`src/rtl/ram_arbiter_if.sv`:
```
// Bus bundle between the two requesters (m0 = core LSU, m1 = DMA/debug),
// the arbiter and the byte-lane data RAM wrapper.
interface ram_arbiter_if;
  logic        m0_req;
  logic        m0_we;
  logic [31:0] m0_addr;
  logic [1:0]  m0_size;
  logic        m0_unsigned;
  logic [31:0] m0_wdata;
  logic        m0_gnt;
  logic        m0_rvalid;
  logic [31:0] m0_rdata;
  logic        m0_err;

  logic        m1_req;
  logic        m1_we;
  logic [31:0] m1_addr;
  logic [1:0]  m1_size;
  logic        m1_unsigned;
  logic [31:0] m1_wdata;
  logic        m1_gnt;
  logic        m1_rvalid;
  logic [31:0] m1_rdata;
  logic        m1_err;

  logic [3:0]  ram_wen;
  logic [31:0] ram_w_addr;
  logic [31:0] ram_w_data;
  logic        ram_ren;
  logic [31:0] ram_r_addr;
  logic [31:0] ram_r_data;

  // Requester/RAM side: drives requests and RAM read data
  modport master (
    output m0_req, m0_we, m0_addr, m0_size, m0_unsigned, m0_wdata,
    input  m0_gnt, m0_rvalid, m0_rdata, m0_err,
    output m1_req, m1_we, m1_addr, m1_size, m1_unsigned, m1_wdata,
    input  m1_gnt, m1_rvalid, m1_rdata, m1_err,
    input  ram_wen, ram_w_addr, ram_w_data, ram_ren, ram_r_addr,
    output ram_r_data
  );

  // Arbiter side
  modport slave (
    input  m0_req, m0_we, m0_addr, m0_size, m0_unsigned, m0_wdata,
    output m0_gnt, m0_rvalid, m0_rdata, m0_err,
    input  m1_req, m1_we, m1_addr, m1_size, m1_unsigned, m1_wdata,
    output m1_gnt, m1_rvalid, m1_rdata, m1_err,
    output ram_wen, ram_w_addr, ram_w_data, ram_ren, ram_r_addr,
    input  ram_r_data
  );
endinterface

```
`src/rtl/ram_arbiter.sv`:
```
// Two-requester arbiter for the 16 KiB byte-lane data RAM.
// Grants one access per cycle, steers byte/half/word writes onto the RAM
// lanes, and returns aligned, extended read data (or an error) one cycle
// after the grant.
// Optional feature macro: RAM_ARB_RR_EN (round-robin instead of m0 priority).
module ram_arbiter #(
  parameter int AW = 12,
  parameter int DW = 32
) (
  input  logic   clk,
  input  logic   rst,
  ram_arbiter_if.slave bus
);

  // Only the 32-bit, four-lane organisation is supported; AW must leave
  // room for the byte offset inside a 32-bit address.
  generate
    if (DW != 32 || AW < 1 || AW > 30) begin : g_bad_param
      $error("ram_arbiter: unsupported AW/DW combination");
    end
  endgenerate

  localparam logic [1:0] SZ_BYTE = 2'd0;
  localparam logic [1:0] SZ_HALF = 2'd1;
  localparam logic [1:0] SZ_WORD = 2'd2;

  logic          w_gnt0;
  logic          w_gnt1;
  logic          w_any;
  logic          w_we;
  logic [31:0]   w_addr;
  logic [1:0]    w_size;
  logic          w_uns;
  logic [31:0]   w_wdata;
  logic          w_legal;
  logic [31:0]   w_word_addr;

  logic          r_rsp_valid;
  logic          r_rsp_err;
  logic          r_rsp_owner;
  logic [1:0]    r_rsp_off;
  logic [1:0]    r_rsp_size;
  logic          r_rsp_uns;

  logic [DW-1:0] w_shift;
  logic [DW-1:0] w_ext;
  logic [DW-1:0] w_rdata;

`ifdef RAM_ARB_RR_EN
  // r_last: 0 = m0 won the most recent grant, 1 = m1
  logic r_last;

  // Track the last winner so a conflict goes to the other requester
  always_ff @(posedge clk or posedge rst) begin
    if (rst) begin
      r_last <= 1'b0;
    end else if (w_any) begin
      r_last <= w_gnt1;
    end
  end

  // Round-robin grant: on conflict, the requester not granted last wins
  always_comb begin
    w_gnt0 = bus.m0_req & (~bus.m1_req | r_last);
    w_gnt1 = bus.m1_req & (~bus.m0_req | ~r_last);
  end
`else
  // Fixed-priority grant: m0 always wins a conflict
  always_comb begin
    w_gnt0 = bus.m0_req;
    w_gnt1 = bus.m1_req & ~bus.m0_req;
  end
`endif

  assign w_any      = w_gnt0 | w_gnt1;
  assign bus.m0_gnt = w_gnt0;
  assign bus.m1_gnt = w_gnt1;

  // Select the attributes of the granted requester
  always_comb begin
    if (w_gnt1) begin
      w_we    = bus.m1_we;
      w_addr  = bus.m1_addr;
      w_size  = bus.m1_size;
      w_uns   = bus.m1_unsigned;
      w_wdata = bus.m1_wdata;
    end else begin
      w_we    = bus.m0_we;
      w_addr  = bus.m0_addr;
      w_size  = bus.m0_size;
      w_uns   = bus.m0_unsigned;
      w_wdata = bus.m0_wdata;
    end
  end

  assign w_word_addr = {w_addr[31:2], 2'b00};

  // Alignment / size legality of the selected access
  always_comb begin
    case (w_size)
      SZ_BYTE: w_legal = 1'b1;
      SZ_HALF: w_legal = ~w_addr[0];
      SZ_WORD: w_legal = (w_addr[1:0] == 2'b00);
      default: w_legal = 1'b0;
    endcase
  end

  // Drive the RAM port; everything stays zero unless a legal access is granted
  always_comb begin
    bus.ram_wen    = 4'b0000;
    bus.ram_w_addr = '0;
    bus.ram_w_data = '0;
    bus.ram_ren    = 1'b0;
    bus.ram_r_addr = '0;
    if (w_any && w_legal) begin
      if (w_we) begin
        bus.ram_w_addr = w_word_addr;
        case (w_size)
          SZ_BYTE: begin
            bus.ram_wen    = 4'b0001 << w_addr[1:0];
            bus.ram_w_data = {4{w_wdata[7:0]}};
          end
          SZ_HALF: begin
            bus.ram_wen    = 4'b0011 << w_addr[1:0];
            bus.ram_w_data = {2{w_wdata[15:0]}};
          end
          default: begin
            bus.ram_wen    = 4'b1111;
            bus.ram_w_data = w_wdata;
          end
        endcase
      end else begin
        bus.ram_ren    = 1'b1;
        bus.ram_r_addr = w_word_addr;
      end
    end
  end

  // Response tag: legal reads and all illegal accesses answer next cycle
  always_ff @(posedge clk or posedge rst) begin
    if (rst) begin
      r_rsp_valid <= 1'b0;
      r_rsp_err   <= 1'b0;
      r_rsp_owner <= 1'b0;
      r_rsp_off   <= 2'b00;
      r_rsp_size  <= 2'b00;
      r_rsp_uns   <= 1'b0;
    end else begin
      r_rsp_valid <= w_any & (~w_we | ~w_legal);
      r_rsp_err   <= w_any & ~w_legal;
      if (w_any) begin
        r_rsp_owner <= w_gnt1;
        r_rsp_off   <= w_addr[1:0];
        r_rsp_size  <= w_size;
        r_rsp_uns   <= w_uns;
      end
    end
  end

  assign w_shift = bus.ram_r_data >> {r_rsp_off, 3'b000};

  // Truncate the lane-aligned data to the access size and extend it
  always_comb begin
    case (r_rsp_size)
      SZ_BYTE: w_ext = r_rsp_uns ? {24'h0, w_shift[7:0]}
                                 : {{24{w_shift[7]}}, w_shift[7:0]};
      SZ_HALF: w_ext = r_rsp_uns ? {16'h0, w_shift[15:0]}
                                 : {{16{w_shift[15]}}, w_shift[15:0]};
      default: w_ext = w_shift;
    endcase
  end

  assign w_rdata       = r_rsp_err ? '0 : w_ext;

  assign bus.m0_rvalid = r_rsp_valid & ~r_rsp_owner;
  assign bus.m1_rvalid = r_rsp_valid &  r_rsp_owner;
  assign bus.m0_err    = r_rsp_err   & ~r_rsp_owner;
  assign bus.m1_err    = r_rsp_err   &  r_rsp_owner;
  assign bus.m0_rdata  = bus.m0_rvalid ? w_rdata : '0;
  assign bus.m1_rdata  = bus.m1_rvalid ? w_rdata : '0;

endmodule

```
`src/flat_wrapper.sv`:
```
// flat-port wrapper written by rule: the top's interface ports become plain ports
module ram_arbiter_flat 
#(
  parameter int AW = 12,
  parameter int DW = 32
)
  (clk, rst, bus_m0_req, bus_m0_we, bus_m0_addr, bus_m0_size, bus_m0_unsigned, bus_m0_wdata, bus_m0_gnt, bus_m0_rvalid, bus_m0_rdata, bus_m0_err, bus_m1_req, bus_m1_we, bus_m1_addr, bus_m1_size, bus_m1_unsigned, bus_m1_wdata, bus_m1_gnt, bus_m1_rvalid, bus_m1_rdata, bus_m1_err, bus_ram_wen, bus_ram_w_addr, bus_ram_w_data, bus_ram_ren, bus_ram_r_addr, bus_ram_r_data);
  ram_arbiter_if bus_i ();
  input  logic clk;
  input  logic rst;
  input wire logic [$bits(bus_i.m0_req)-1:0] bus_m0_req;
  input wire logic [$bits(bus_i.m0_we)-1:0] bus_m0_we;
  input wire logic [$bits(bus_i.m0_addr)-1:0] bus_m0_addr;
  input wire logic [$bits(bus_i.m0_size)-1:0] bus_m0_size;
  input wire logic [$bits(bus_i.m0_unsigned)-1:0] bus_m0_unsigned;
  input wire logic [$bits(bus_i.m0_wdata)-1:0] bus_m0_wdata;
  output wire logic [$bits(bus_i.m0_gnt)-1:0] bus_m0_gnt;
  output wire logic [$bits(bus_i.m0_rvalid)-1:0] bus_m0_rvalid;
  output wire logic [$bits(bus_i.m0_rdata)-1:0] bus_m0_rdata;
  output wire logic [$bits(bus_i.m0_err)-1:0] bus_m0_err;
  input wire logic [$bits(bus_i.m1_req)-1:0] bus_m1_req;
  input wire logic [$bits(bus_i.m1_we)-1:0] bus_m1_we;
  input wire logic [$bits(bus_i.m1_addr)-1:0] bus_m1_addr;
  input wire logic [$bits(bus_i.m1_size)-1:0] bus_m1_size;
  input wire logic [$bits(bus_i.m1_unsigned)-1:0] bus_m1_unsigned;
  input wire logic [$bits(bus_i.m1_wdata)-1:0] bus_m1_wdata;
  output wire logic [$bits(bus_i.m1_gnt)-1:0] bus_m1_gnt;
  output wire logic [$bits(bus_i.m1_rvalid)-1:0] bus_m1_rvalid;
  output wire logic [$bits(bus_i.m1_rdata)-1:0] bus_m1_rdata;
  output wire logic [$bits(bus_i.m1_err)-1:0] bus_m1_err;
  output wire logic [$bits(bus_i.ram_wen)-1:0] bus_ram_wen;
  output wire logic [$bits(bus_i.ram_w_addr)-1:0] bus_ram_w_addr;
  output wire logic [$bits(bus_i.ram_w_data)-1:0] bus_ram_w_data;
  output wire logic [$bits(bus_i.ram_ren)-1:0] bus_ram_ren;
  output wire logic [$bits(bus_i.ram_r_addr)-1:0] bus_ram_r_addr;
  input wire logic [$bits(bus_i.ram_r_data)-1:0] bus_ram_r_data;
  assign bus_i.m0_req = bus_m0_req;
  assign bus_i.m0_we = bus_m0_we;
  assign bus_i.m0_addr = bus_m0_addr;
  assign bus_i.m0_size = bus_m0_size;
  assign bus_i.m0_unsigned = bus_m0_unsigned;
  assign bus_i.m0_wdata = bus_m0_wdata;
  assign bus_m0_gnt = bus_i.m0_gnt;
  assign bus_m0_rvalid = bus_i.m0_rvalid;
  assign bus_m0_rdata = bus_i.m0_rdata;
  assign bus_m0_err = bus_i.m0_err;
  assign bus_i.m1_req = bus_m1_req;
  assign bus_i.m1_we = bus_m1_we;
  assign bus_i.m1_addr = bus_m1_addr;
  assign bus_i.m1_size = bus_m1_size;
  assign bus_i.m1_unsigned = bus_m1_unsigned;
  assign bus_i.m1_wdata = bus_m1_wdata;
  assign bus_m1_gnt = bus_i.m1_gnt;
  assign bus_m1_rvalid = bus_i.m1_rvalid;
  assign bus_m1_rdata = bus_i.m1_rdata;
  assign bus_m1_err = bus_i.m1_err;
  assign bus_ram_wen = bus_i.ram_wen;
  assign bus_ram_w_addr = bus_i.ram_w_addr;
  assign bus_ram_w_data = bus_i.ram_w_data;
  assign bus_ram_ren = bus_i.ram_ren;
  assign bus_ram_r_addr = bus_i.ram_r_addr;
  assign bus_i.ram_r_data = bus_ram_r_data;
  ram_arbiter #(.AW(AW), .DW(DW)) u_core (.clk(clk), .rst(rst), .bus(bus_i));
endmodule
```
`config.mk`:
```
export PLATFORM = sky130hd
export DESIGN_NAME = ram_arbiter_flat
export DESIGN_NICKNAME = d
export VERILOG_FILES = /design/src/rtl/ram_arbiter_if.sv /design/src/rtl/ram_arbiter.sv /design/src/flat_wrapper.sv
export SDC_FILE = /design/constraint.sdc
export NUM_CORES = 1
export LEC_CHECK = 0
export CORE_AREA = 4 4 131 133
export CTS_CLUSTER_SIZE = 25
export DETAILED_ROUTE_END_ITERATION = 10
export DIE_AREA = 0 0 135 137
export GPL_ROUTABILITY_DRIVEN = 0
export PLACE_DENSITY_LB_ADDON = 0.12
export REMOVE_ABC_BUFFERS = 1
export SYNTH_ARGS = -nofsm -noshare
export SYNTH_HDL_FRONTEND = slang
export SYNTH_SLANG_ARGS = --single-unit
```
`constraint.sdc`:
```
create_clock -name clk -period 4.7 [get_ports clk]
set_input_delay 0.94 -clock clk [delete_from_list [all_inputs] [get_ports clk]]
set_output_delay 0.94 -clock clk [all_outputs]
set_load 0.1 [all_outputs]
```
==> summary.md, run 1 <==
| Metric | Value |
|---|---|
| Status | `complete, no violations` |
| Clock Path Buffers | `2` |
| Router iterations before antenna repair | `4` |
| Max VDD drop | `0.0842 mV` |
| Mapped Cells | `483` |
| HPWL Detailed | `17.1 mm` |
| Post-synth EDFFs | `0` |
| Layout cells sized above 1 | `0.253` |
| Register area share after synthesis | `0.0662` |
| Port Buffer Count | `338` |
| Slew Limit Fails | `0` |
| Final setup vio count | `0` |
| Synth Register Bits | `8` |
| RSZ-0062 raised after global routing | `false` |
| Vias | `4,704` |
| GRT Util Overall | `0.198` |
| Min-delay worst type | `flip-flop to flip-flop` |
| HP Start | `u_core.r_rsp_owner` |
| Worst Path Max Fanout | `32` |
| TNS Setup | `0 ns` |
| Setup crit end kind | `output port` |
| Die area | `18,500 µm²` |
| Mean Syn Cell Area | `6.26 µm²` |
| Initial antenna violation count | `1` |
| Root Driver | `clkbuf_16` |
| Setup ws final | `0.250 ns` |
| Synth warn | `0` |
| Largest cells by area after synthesis | `mux2i_1 (20%), nor2_1 (18%), nand2_1 (8.4%)` |
| Reg2reg start | `u_core.r_rsp_off[0]` |
| First-pass GRT wire length | `28.3 mm` |
| CTS clk-pin slew, worst paths | `0.03 ns` |
| PostCTS Resize Cnt | `0` |
| Placed Area | `7650 µm²` |
| Pin count of the biggest net entering global routing | `63` |
| Utilization after layout | `0.488` |
| Actual slew at the worst max-slew pin | `0.988 ns` |
| DRC | `0` |
| Main synth FF type | `dfrtp_1` |
| Slew margin rel. | `0.339` |
| Fin Clk Skew | `0 ns` |
| Final Hold Fails | `0` |
| Post-synth top area share | `0.195` |
| Post-synth top area cell | `mux2i_1` |
| Hold_buf cts | `0` |
| Post-route ant nets | `0` |
| Critical path arrival | `3.51 ns` |
| Fraction of the cycle the final worst path needs | `0.947` |
| Clock Sinks | `8` |
| I/O pin total | `343` |
| Kind of critical path | `input pin to output port` |
| Die X | `135 µm` |
| Pwr Density | `221 nW/µm²` |
| CP required | `3.76 ns` |
| Post-route minimum period | `4.45 ns` |
| Dpl ws | `0.266 ns` |
| Cell Rows | `46` |
| Routed WL per cell | `19.7 µm` |
| Synth Cell Area | `3020 µm²` |
| Worst skew pair latency | `0.23 ns` |
| Total power | `1710 µW` |
| Finished Cell Area | `7730 µm²` |
| TritonCTS Buffers | `3` |
| Chip height | `137 µm` |
| Vias in the first global route | `4,743` |
| Pleak | `0.00320 µW` |
| Post-synth ARST share | `1.00` |
| Grt ovf | `0` |
| Initial Util | `0.191` |
| MaxCap Viol Count | `0` |
| Routed Wire Length | `19.9 mm` |
| Worst Setup SP | `bus_m1_req` |
| Nets | `968` |
| CTS tree | `done` |
| Starting DRC count in detailed routing | `162` |
| CP startpoint kind | `input pin` |
| Post-CTS setup buffer count | `0` |
| Area growth syn-to-layout | `156%` |
| # H-tree levels | `1` |
| Core area | `15,800 µm²` |
| Fmax | `225 MHz` |
| Vias/cell | `4.65` |
| Synth cell types | `44` |
==> worst paths after layout <==
check | end | slack (ns) | depth (start not counted)
max in group asynchronous | u_core.r_rsp_size[1] | 3.51 | 2
setup reg to reg | u_core.r_rsp_off[0] | 3.23 | 3
setup / recovery | bus_ram_w_data[24] | 0.25 | 9
hold reg to reg | u_core.r_rsp_owner | 0.58 | 2
hold / removal | u_core.r_rsp_owner | 0.58 | 2
min in group asynchronous | u_core.r_rsp_err | 0.96 | 2
==> worst max-delay path, stage by stage <==
cell and delay, ns:
clkdlybuf4s50_1 0.65, nand2b_4 0.14, inv_4 0.15, mux2i_4 0.32
a21boi_4 0.27, o21ai_4 0.07, buf_4 0.27, nor3_1 0.44
buf_12 0.23
==> state kept, by name, indices dropped and copies added, names as in the netlist <==
name                flops
u_core.r_rsp_uns        1
u_core.r_rsp_owner      1
u_core.r_rsp_size       2
u_core.r_rsp_off        2
u_core.r_rsp_valid      1
u_core.r_rsp_err        1
==> metal layers <==
metal / global-route usage / wire length (µm) / vias to the layer above
li1: - / - / 2279
met1: 0.200 / 6900 / 2150
met2: 0.386 / 10400 / 252
met3: 0.0739 / 2150 / 23
met4: 0.0459 / 408 / 0
met5: 0 / 0 / -
==> metrics by stage <==
step / hold WS, ns / std cells
2_1_floorplan: 0.511 / 442
3_3_place_gp: 0.570 / 1007
3_5_place_dp: 0.572 / 1007
4_1_cts: 0.582 / 1010
5_1_grt: 0.637 / 1011
6_report: 0.577 / 1011
==> cell type report <==
| cell class | count | area, µm² |
|---|---|---|
| Clock buffer | 3 | 75.1 |
| Fill cell | 1477 | 8100 |
| Antenna cell | 1 | 2.50 |
| Multi-Input combinational cell | 426 | 2550 |
| Timing Repair Buffer | 349 | 4600 |
| Tap cell | 216 | 270 |
| Inverter | 8 | 32.5 |
| Sequential cell | 8 | 200 |
==> placed cells by master (no fill, tap or decap), drive strengths merged, types with 3 or more instances in the layout <==
| cell type | synthesis | routed |
|---|---|---|
| o21ai | 27 | 27 |
| dfrtp | 8 | 8 |
| a32o | 8 | 8 |
| nor3b | 3 | 3 |
| clkbuf | 10 | 3 |
| nand3b | 6 | 6 |
| nand2 | 68 | 68 |
| inv | 8 | 8 |
| conb | 1 | 4 |
| a21oi | 8 | 8 |
| a211o | 7 | 7 |
| buf | 34 | 174 |
| a311oi | 8 | 8 |
| clkdlybuf4s50 | 0 | 175 |
| or2 | 3 | 3 |
| mux2 | 3 | 3 |
| nor3 | 14 | 14 |
| nor2b | 17 | 17 |
| mux2i | 60 | 60 |
| a211oi | 22 | 22 |
| nor2 | 145 | 145 |
| a21boi | 10 | 10 |
==> report_power, final <==
group          total (µW)  internal, µW  leakage (µW)  switching [µW]
logic                1470           494       0.00307             978
registers            96.4          76.1     0.0000933            20.4
clock network         138           109     0.0000370            28.9
==> cells by family after synthesis <==
kind of cell | after synthesis | share of synthesized area
flip-flops | 8 | 0.0662
AND/OR/NAND/NOR | 264 | 0.371
XOR/XNOR | 2 | 0.00580
multiplexers | 63 | 0.215
AO/OA/AOI/OAI | 93 | 0.245
buffers and inverters | 52 | 0.0956
other | 1 | 0.00124
==> synth_stat cells (all sizes together), types with 2 or more instances <==
| master | n |
|---|---|
| inv | 8 |
| a211oi | 22 |
| mux2i | 60 |
| clkbuf | 10 |
| nor2 | 145 |
| mux2 | 3 |
| a311oi | 8 |
| dfrtp | 8 |
| nand3 | 2 |
| nor3 | 14 |
| a211o | 7 |
| o21ai | 27 |
| buf | 34 |
| or2 | 3 |
| nand3b | 6 |
| a21oi | 8 |
| nand2 | 68 |
| a21boi | 10 |
| nand2b | 2 |
| nor3b | 3 |
| a32o | 8 |
| nor2b | 17 |
No activity file was read; power rests on OpenSTA's default activity.
==> inputs of run 2 (changes only) <==
--- a/config.mk
+++ b/config.mk
@@ -5,6 +5,7 @@
 export SDC_FILE = /design/constraint.sdc
 export NUM_CORES = 1
 export LEC_CHECK = 0
+export CAP_MARGIN = 40
 export CORE_AREA = 4 4 131 133
 export CTS_CLUSTER_SIZE = 25
 export DETAILED_ROUTE_END_ITERATION = 10
==> run 2 against run 1 <==
Critical path depth unchanged. Non-clock buffer count up 4. Worst hold slack worse by 0.0093 ns. First-iteration DRC count down 10%. Global-route usage up 0.082 points. Cell count up 0.30%. Via count down 0.32%. Register-to-register slack worse by 0.03 ns. Count of clock-buffer cells in the layout unchanged. Combinational power about the same.
==> summary.md, run 2 (synthesis results as in run 1) <==
| Metric | Value |
|---|---|
| Post-route ant nets | `0` |
| CTS clk-pin slew, worst paths | `0.03 ns` |
| Critical R2R Capture | `u_core.r_rsp_off[0]` |
| Dpl ws | `0.267 ns` |
| Initial Util | `0.191` |
| Max incr delay on CP | `0.64 ns` |
| Grt ovf | `0` |
| N_diodes | `0` |
| CTS tree | `done` |
| Hold depth | `2` |
| Vias/cell | `4.62` |
| Routed WL per cell | `19.6 µm` |
| Post-CTS setup buffer count | `0` |
| Register area | `200 µm²` |
| Fin Clk Skew | `0 ns` |
| Non-filler cells, final | `1,014` |
| Hold_buf cts | `0` |
| CP startpoint kind | `input pin` |
| CP Cell Sequence | `clkdlybuf4s50_1, nand2b_4, inv_4, mux2i_4, a21boi_4, o21ai_4, buf_4, nor3_1, buf_12` |
| Placed cell count | `1,011` |
| Setup ws final | `0.275 ns` |
| Area growth syn-to-layout | `158%` |
| Die X | `135 µm` |
| DRC | `0` |
| Grt met2 use | `0.403` |
| Status | `complete, no violations` |
| Total power | `1720 µW` |
| Pin count of the biggest net entering global routing | `63` |
| Actual slew at the worst max-slew pin | `0.830 ns` |
| Most common cell after layout, fill and taps aside | `clkdlybuf4s50_1` |
| Initial antenna violation count | `1` |
| Vias in the first global route | `4,812` |
| Hold Path End | `u_core.r_rsp_owner` |
| Top Registers | `u_core.r_rsp_off x2, u_core.r_rsp_size x2` |
| GR Util met3 | `0.0654` |
| GRT Max-Usage Layer | `met2` |
| Max VDD drop | `0.0840 mV` |
| Worst skew pair latency | `0.23 ns` |
| Pleak | `0.00324 µW` |
| Setup crit end kind | `output port` |
| Chip height | `137 µm` |
| Commonest non-fill, non-tap cells in the layout | `clkdlybuf4s50_1 (175), nor2_1 (145), buf_12 (123), nand2_1 (68), mux2i_1 (59)` |
| GR Layer Usage met1 | `0.202` |
| MaxCap Viol Count | `0` |
| Core area | `15,800 µm²` |
| Worst Path Max Fanout | `32` |
| Port Buffer Count | `338` |
| Reg2reg setup slack | `3.20 ns` |
| Starting DRC count in detailed routing | `145` |
| Vias | `4,689` |
| PostCTS Resize Cnt | `0` |
| Critical path arrival | `3.49 ns` |
| Post-route minimum period | `4.43 ns` |
| HP Start | `u_core.r_rsp_owner` |
| Die area | `18,500 µm²` |
| RSZ-0062 raised after global routing | `false` |
| Cell Rows | `46` |
| # H-tree levels | `1` |
| Final Hold Fails | `0` |
| Final setup vio count | `0` |
| Fmax | `226 MHz` |
| Clock Path Buffers | `2` |
| Worst Setup SP | `bus_m1_req` |
| Reg2reg start | `u_core.r_rsp_off[0]` |
| GRT Util Overall | `0.199` |
| Utilization after layout | `0.493` |
| Number of fill cells | `1,496` |
| Routed Wire Length | `19.9 mm` |
| Worst r2r path cells | `3` |
| Slew margin rel. | `0.447` |
| Root Driver | `clkbuf_16` |
| TritonCTS Buffers | `3` |
| Nets | `972` |
| Clock Sinks | `8` |
| Multi-input gate area | `2550 µm²` |
| CP max stage cell | `clkdlybuf4s50_1` |
| HPWL Detailed | `17.1 mm` |
| Fraction of the cycle the final worst path needs | `0.941` |
| CP required | `3.76 ns` |
| Min-delay worst type | `flip-flop to flip-flop` |
| Layout cells sized above 1 | `0.257` |
| Slew Limit Fails | `0` |
| Router iterations before antenna repair | `6` |
| I/O pin total | `343` |
| Pwr Density | `221 nW/µm²` |
| First-pass GRT wire length | `28.6 mm` |
| Kind of critical path | `input pin to output port` |
-- run 2: worst max path at each step --
stage / end / slack, ns / depth (start not counted)
5_1_grt: bus_ram_w_data[10] / 0.14 / 9
2_1_floorplan: bus_ram_w_data[10] / -1.51 / 6
4_1_cts: bus_ram_w_data[24] / 0.26 / 9
6_report: bus_ram_w_data[24] / 0.27 / 9
3_3_place_gp: bus_ram_w_data[12] / 0.41 / 9
3_5_place_dp: bus_ram_w_data[24] / 0.27 / 9
-- run 2: final cells by class --
type	count	area share
Sequential cell	8	0.0256
Tap cell	216	0.0346
Inverter	8	0.00417
Clock buffer	3	0.00961
Multi-Input combinational cell	426	0.326
Timing Repair Buffer	353	0.600
-- run 2: routing by layer --
layer,vias up,wire length [µm],part of all wire
met3,8,2050,0.10
met2,220,10800,0.54
met4,2,121,0.0061
met5,-,12,0.00060
li1,2284,-,-
met1,2175,6860,0.35
-- run 2: critical path: cells and delay by family --
kind            cells  cell delay [ns]
mux                 1             0.32
simple gates        2             0.56
compound gates      2             0.35
buf+inv             4             1.29
-- run 2: metrics by stage --
stage / area (µm²) / hold WS, ns / TNS, ns
4_1_cts: 7810 / 0.582 / 0
2_1_floorplan: 2780 / 0.511 / -70.95
3_5_place_dp: 7730 / 0.571 / 0
6_report: 7810 / 0.567 / 0
5_1_grt: 7810 / 0.615 / 0
3_3_place_gp: 7650 / 0.570 / 0
-- run 2: report_power, final --
part | leakage [µW] | switching [µW] | total, µW | internal, µW
logic | 0.00311 | 981 | 1490 | 506
clock network | 0.0000370 | 30.6 | 140 | 109
registers | 0.0000933 | 20.5 | 96.6 | 76.1
